--- config.mk ---
export PLATFORM = sky130hd
export DESIGN_NAME = mac_result_collector
export DESIGN_NICKNAME = d
export VERILOG_FILES = /design/src/rtl/mac_result_collector.sv
export SDC_FILE = /design/constraint.sdc
export NUM_CORES = 1
export LEC_CHECK = 0
export ABC_AREA = 1
export BUFFER_PORTS_ARGS = -buffer_cell sky130_fd_sc_hd__clkbuf_2
export CAP_MARGIN = 20
export CORE_UTILIZATION = 66
export DETAILED_ROUTE_END_ITERATION = 7
export PLACE_DENSITY = 0.86
export SYNTH_ARGS = -nofsm -noshare
export SYNTH_HDL_FRONTEND = slang
export SYNTH_SLANG_ARGS = --single-unit
--- constraint.sdc ---
create_clock -name clk -period 8.8 [get_ports clk]
set_input_delay 0.44 -clock clk [delete_from_list [all_inputs] [get_ports clk]]
set_output_delay 0.44 -clock clk [all_outputs]
set_load 0.02 [all_outputs]
--- src/rtl/mac_result_collector.sv ---
// Accumulates groups of MAC partial sums into long-vector dot products and
// buffers finished results in a small FWFT FIFO behind a valid/ready port.
module mac_result_collector #(
  parameter int SUM_W = 20,
  parameter int ACC_W = 32,
  parameter int CNT_W = 8,
  parameter int DEPTH = 4
) (
  input  logic                       clk,
  input  logic                       rst_n,
  input  logic                       in_valid,
  input  logic [SUM_W-1:0]           in_sum,
  input  logic [CNT_W-1:0]           cfg_len,
  input  logic                       clear,
  output logic                       out_valid,
  input  logic                       out_ready,
  output logic [ACC_W-1:0]           out_acc,
  output logic                       out_sat,
  output logic                       grp_busy,
  output logic [$clog2(DEPTH):0]     fifo_level,
  output logic                       err_drop
);

  localparam int PTR_W = $clog2(DEPTH);
  localparam int LVL_W = PTR_W + 1;
  localparam logic [CNT_W:0] LEN_MAX = {1'b1, {CNT_W{1'b0}}};

  typedef struct packed {
    logic             sat;
    logic [ACC_W-1:0] acc;
  } result_t;

  // Group accumulator state
  logic [ACC_W-1:0] acc;
  logic [CNT_W-1:0] cnt;
  logic [CNT_W:0]   len_r;
  logic             sat_r;

  // FIFO state
  result_t          mem [DEPTH];
  logic [PTR_W-1:0] wr_ptr;
  logic [PTR_W-1:0] rd_ptr;
  logic [LVL_W-1:0] count;

  // Datapath
  logic             grp_start;
  logic [CNT_W:0]   eff_len;
  logic [ACC_W:0]   sum;
  result_t          res;
  logic             last;
  logic             beat;
  logic             push;
  logic             pop;
  logic             full;
  logic             wr_en;
  logic             drop;

  // NOTE: every signal driven here gets a default first so no latch is
  // inferred, and combinational logic uses blocking assignments only.
  always_comb begin
    grp_start = (cnt == '0);
    eff_len   = len_r;
    if (grp_start)
      eff_len = (cfg_len == '0) ? LEN_MAX : {1'b0, cfg_len};

    sum     = {1'b0, (grp_start ? {ACC_W{1'b0}} : acc)}
            + {{(ACC_W + 1 - SUM_W){1'b0}}, in_sum};
    res.acc = sum[ACC_W] ? {ACC_W{1'b1}} : sum[ACC_W-1:0];
    res.sat = sum[ACC_W] || (!grp_start && sat_r);

    last  = (({1'b0, cnt} + (CNT_W + 1)'(1)) == eff_len);
    beat  = in_valid && !clear;
    push  = beat && last;
    pop   = (count != '0) && out_ready;
    full  = (count == LVL_W'(DEPTH));
    // A full FIFO still accepts a push when the head leaves on the same edge.
    wr_en = push && (!full || pop);
    drop  = push && full && !pop;
  end

  // NOTE: sequential state uses non-blocking assignments so every flop
  // samples the pre-edge values regardless of statement order.
  always_ff @(posedge clk or negedge rst_n) begin
    if (!rst_n) begin
      acc   <= '0;
      cnt   <= '0;
      len_r <= '0;
      sat_r <= 1'b0;
    end else if (clear) begin
      acc   <= '0;
      cnt   <= '0;
      sat_r <= 1'b0;
    end else if (in_valid) begin
      if (grp_start)
        len_r <= eff_len;
      if (last) begin
        acc   <= '0;
        cnt   <= '0;
        sat_r <= 1'b0;
      end else begin
        acc   <= res.acc;
        sat_r <= res.sat;
        cnt   <= cnt + CNT_W'(1);
      end
    end
  end

  always_ff @(posedge clk or negedge rst_n) begin
    if (!rst_n) begin
      wr_ptr   <= '0;
      rd_ptr   <= '0;
      count    <= '0;
      err_drop <= 1'b0;
    end else begin
      if (wr_en)
        wr_ptr <= wr_ptr + PTR_W'(1);
      if (pop)
        rd_ptr <= rd_ptr + PTR_W'(1);
      if (wr_en && !pop)
        count <= count + LVL_W'(1);
      else if (pop && !wr_en)
        count <= count - LVL_W'(1);
      if (drop)
        err_drop <= 1'b1;
    end
  end

  // NOTE: the storage array has no reset; entries are only observed
  // through out_valid, which the pointer/count reset already covers.
  always_ff @(posedge clk) begin
    if (wr_en)
      mem[wr_ptr] <= res;
  end

  assign out_valid  = (count != '0);
  assign out_acc    = out_valid ? mem[rd_ptr].acc : '0;
  assign out_sat    = out_valid && mem[rd_ptr].sat;
  assign grp_busy   = (cnt != '0);
  assign fifo_level = count;

endmodule

Word level (Yosys, flattened, before mapping)
Memory sizes are Yosys's and may differ from the RTL's.
Cells that the tools add are included.
{"block": "word_totals", "reg_bits": 58, "latchBits": 0, "mem_bits_rw": 132, "rom_bits": 0, "in_bits": 33, "elab_cells": 61, "mem_count": 1}
{"memory": "mem", "words": 4, "word_bits": 33, "rd": 1, "rd_ports_with_merged_regs": 0, "wr": 1, "line": "40", "text": "result_t mem [DEPTH];"}
{"block": "op_classes", "add_sub_neg": 7, "mul": 0, "div_mod_pow": 0, "n_lt_le_gt_ge": 0, "n_eq_ne": 2, "shifts": 0, "n_mux": 18, "n_bitwise": 1, "n_reduce_logical": 24}
{"cell": "32-bit two-way mux", "n": 6}
{"cell": "32-bit by 20-bit adder with 33-bit output", "n": 1}
{"cell": "8-bit two-way mux", "n": 3}
{"cell": "9-bit two-way mux", "n": 2}
{"cell": "8-bit zero test", "n": 2}
{"cell": "1-bit logical AND", "n": 10}
{"cell": "8-bit by 1-bit adder with 9-bit output (second input constant)", "n": 1}
{"cell": "9-bit equality test", "n": 1}
{"cell": "8-bit by 1-bit adder with 8-bit output (second input constant)", "n": 1}
{"cell": "8-bit nonzero test", "n": 1}
{"cell": "3-bit two-way mux", "n": 2}
{"cell": "1-bit zero test", "n": 5}
{"cell": "1-bit two-way mux", "n": 5}
{"cell": "2-bit by 1-bit adder with 2-bit output (second input constant)", "n": 2}
{"cell": "2-bit nonzero test", "n": 2}
{"cell": "3-bit by 1-bit adder with 3-bit output (second input constant)", "n": 1}
{"cell": "3-bit equality test (second input constant)", "n": 1}
{"cell": "3-bit AND reduction", "n": 1}
{"cell": "3-bit nonzero test", "n": 1}
{"cell": "3-bit by 1-bit subtractor with 3-bit output (second input constant)", "n": 1}
{"cell": "1-bit logical OR", "n": 2}
{"cell": "1-bit NOT", "n": 1}

Depth between registers and ports, before layout
{"block": "depth", "word_depth": 10, "mapped_depth": 22}

Worst setup path before layout
OpenSTA, ideal clock, no wires.
{"block": "synth_timing", "kind": "reg2reg", "startpoint": "reg cnt[0]", "endpoint": "mem mem[0][0] (netlist bit) (enable)", "setup_time_ps": 464, "t_arrival_ps": 4112, "setup_slack_ps": 4223, "path_stages_with_launch": 16, "n_path_buf": 1, "period_less_slack_ps": 4577, "path_cell_list": "dfrtp_1 > inv_1 > ha_1 > nand2_1 > nor2_2 > nand2_4 > buf_12 > nand2_1 > nand2_1 > nand2_1 > nand2_1 > inv_1 > nand2_1 > nor2_1 > nand4_1 > nor3_1"}
{"block": "synth_via", "elab_chain_cells": 7, "elab_cells_between_ends": 8, "classes_between": "1 x add/sub; 1 x eq/ne; 3 x mux; 3 x reduce/logical"}
{"item": "start, declared", "line": "35", "text": "logic [CNT_W-1:0] cnt;"}
{"item": "start signal, assigned", "line": "103", "text": "cnt <= cnt + CNT_W'(1);"}
{"item": "parallel branches: the longest is 2 deep, another holds 8-bit by 1-bit adder with 9-bit output"}
{"item": "9-bit equality test *", "line": "71", "text": "last = (({1'b0, cnt} + (CNT_W + 1)'(1)) == eff_len);"}
{"item": "1-bit logical AND *", "line": "73", "text": "push = beat && last;"}
{"item": "1-bit logical AND *", "line": "77", "text": "wr_en = push && (!full || pop);"}
{"item": "1-bit two-way mux *", "line": "131", "text": "if (wr_en)"}
{"item": "1-bit two-way mux (not written as such) *", "line": "132", "text": "mem[wr_ptr] <= res;"}
{"item": "end, declared", "line": "40"}
Mark *: on every way between the ends.

==> results.sh <==
export IMPL_start_util=0.679
export IMPL_grt_max_degree=70
export IMPL_grt_pass1_vias=8266
export IMPL_io_pins=72
export IMPL_crit_path_end_kind="flop"
export IMPL_ys_ff_latch=190
export IMPL_antenna_found_initial=0
export IMPL_die_height_um=130
export IMPL_viasPerCell=5.61
export IMPL_place_congestion=0.994
export IMPL_clk_pin_slew_worst_paths_ns=0.08
export IMPL_irDropWorstVdd_uv=352
export IMPL_cts_repair_resized=0
export IMPL_clock_fmax_mhz=231
export IMPL_slew_headroom=0.458
export IMPL_fp_row_count=46
export IMPL_cp_max_fo=33
export IMPL_dr_first_iter_drc_count=737
export IMPL_clockBufferDepth=2
export IMPL_cp_num_buf_inv=1
export IMPL_max_cap_violations=0
export IMPL_place_hpwl_um=17500
export IMPL_dieWidth_um=130
export IMPL_setup_viol=0
export IMPL_ctsRootBufferMaster="clkbuf_16"
export IMPL_syn_to_final_growth_pct=9.61
export IMPL_critical_path_most_common_cell="nand2_1"
export IMPL_coreArea_um2=15900
export IMPL_synth_fp_nets=1373
export IMPL_worstPathRequired_ns=8.90
export IMPL_portBuffers=71
export IMPL_synth_cell_types=37
export IMPL_critPathSlowestCell="nor2_4"
export IMPL_cts_buffers=17
export IMPL_leakage_nw=5.56
export IMPL_clock_sinks=190
export IMPL_firstDrtPassIters=7
export IMPL_worstSkewPairLatency_ns=0.44
export IMPL_fin_nets=1428
export IMPL_cts_hold_buf=0
export IMPL_rsz0062_at_grt="false"
export IMPL_critPathKind="flop to flop"
export IMPL_drc_errors=0
export IMPL_wl_per_cell_um=16.4
export IMPL_worstPathArrival_ns=4.43
export IMPL_fin_tns_setup_ns=0
export IMPL_power_density_nw_per_um2=283
export IMPL_timing_hold_violations_final=0
export IMPL_htreeDepth=4
export IMPL_postRouteWirelength_um=26100
export IMPL_grt_first_pass_wirelength_um=41300
export IMPL_synth_avg_cell_area_um2=8.26
export IMPL_ys_warn_count=0
export IMPL_worstMarginPinSlew_ns=0.813
export IMPL_drive_above_1_share=0.149
export IMPL_critPathTopFamily="simple AND/OR/NAND/NOR gates"
export IMPL_post_route_period_util=0.492
export IMPL_cts_tree="built"
export IMPL_max_stage_delay_ns=0.65
export IMPL_ys_seq_area_frac=0.500
export IMPL_finalCoreUtilization=0.745
export IMPL_period_minus_slack_ns=4.33
export IMPL_r2r_end="mem[1][19]"
export IMPL_crit_chain="inv_1 -> ha_1 -> nand3_1 -> nor2_4 -> nor2_1 -> ha_1 -> fa_1 -> nand2_1 -> nand3_1 -> nand3_1 -> nand2_1 -> nand2_1 -> nand2_1 -> nand2_1 -> nand2_2 -> nand2_4 -> o21ai_0"
export IMPL_hp_class="input port to asynchronous set/reset pin"
export IMPL_syn_inst=1311
export IMPL_slew_viol_final=0
export IMPL_regToRegStartpoint="cnt[0]"
export IMPL_die_area_um2=16900
export IMPL_postCtsSetupBuffers=0
export IMPL_reg2regPathDepth=17
export IMPL_grt_ovfl_total=0
export IMPL_diodes=0
export IMPL_synth_area_um2=10800
export IMPL_vias=8949
export IMPL_outcome="finished clean"
export IMPL_r2r_slack_ns=4.47
export IMPL_start_kind="flop"
export IMPL_fin_skew_ns=0.0134
export IMPL_ant_nets=0
export IMPL_grt_use_total=0.326
==> report_power, final <==
part,total [mW],internal [mW],switching (mW)
Sequential,1.09,1.06,0.0384
Combinational,1.53,0.450,1.08
Clock,0.743,0.377,0.366
Total,3.37,1.88,1.48
==> cells in the final DEF, fill, tap and decap left out, drive strengths merged, types with 3 or more instances in the layout <==
cell / netlist / final
a21oi: 48 / 48
buf: 17 / 12
clkbuf: 30 / 89
clkinv: 3 / 8
dfrtp: 58 / 58
edfxtp: 132 / 132
ha: 27 / 27
inv: 155 / 163
nand2: 331 / 331
nand3: 108 / 108
nand3b: 5 / 5
nand4: 13 / 13
nor2: 241 / 241
nor3: 7 / 7
o21ai: 106 / 106
xnor2: 3 / 3
xor2: 18 / 18
==> worst max-delay path by stage <==
stage,start,to,slack [ns],cells after the start
final,cnt[0],mem[1][19],4.47,17
after global routing,cnt[0],acc[19],4.19,19
after CTS,cnt[0],mem[1][19],4.55,17
after detailed placement,cnt[0],mem[3][19],4.57,17
after global placement,cnt[0],mem[2][19],4.77,17
after floorplan,cnt[0],mem[0][0],4.22,15
==> sequential cells by signal, indices dropped and copies added, names as in the netlist <==
signal / cells
sat_r: 1
mem: 132
fifo_level: 3
cnt: 8
acc: 32
len_r: 9
wr_ptr: 2
rd_ptr: 2
err_drop: 1
==> synth_stat cells, drive strengths merged <==
master    n  area share
buf      17       0.015
nand4    13      0.0089
fa        2      0.0037
nor2    241       0.090
ha       27       0.031
nand2   331        0.12
nor3      7      0.0032
dfrtp    58        0.13
clkbuf   30       0.010
edfxtp  132        0.37
nand3   108       0.062
clkinv    3      0.0015
a21o      2      0.0014
xnor2     3      0.0024
o21ai   106       0.049
a21oi    48       0.022
mux2      1      0.0010
xor2     18       0.015
o21bai    2      0.0014
nand3b    5      0.0038
and2      1     0.00058
inv     155       0.054
or2       1     0.00058
==> final cells by class <==
| cell class | instances | area [µm²] |
|---|---|---|
| clock buffers | 18 | 429 |
| clock inverters | 14 | 140 |
| fillers | 1175 | 4070 |
| inverters | 158 | 598 |
| multi-input cells | 916 | 4570 |
| flip-flops and latches | 190 | 5420 |
| well taps | 216 | 270 |
| repair buffers | 83 | 445 |
==> logic make-up after synthesis <==
family / Yosys count / share of synthesized area
and+or+nand+nor: 707 / 0.293
xor gates and xnor gates: 21 / 0.0170
adders and majority gates: 29 / 0.0349
DFF: 190 / 0.500
buffers and inverters: 205 / 0.0804
muxes: 1 / 0.00104
AOI/OAI and AO/OA: 158 / 0.0739
==> routing by layer <==
metal	share of wire	GRT usage	vias up
met2	0.47	0.535	412
met1	0.42	0.449	4135
li1	-	-	4350
met5	0	0	-
met4	0.023	0.109	0
met3	0.080	0.0463	52
==> per-stage QoR <==
stage          setup slack, ns  cells  instance area, µm²  power, mW  hold slack, ns
2_1_floorplan             4.22   1311               10800       2.22           0.144
3_3_place_gp              4.77   1563               11300       2.57           0.462
3_5_place_dp              4.57   1563               11300       2.61           0.463
4_1_cts                   4.55   1595               11900       3.35           0.201
5_1_grt                   4.19   1595               11900       3.59           0.250
6_report                  4.47   1595               11900       3.37           0.162
(Power assumes the default switching activity.)
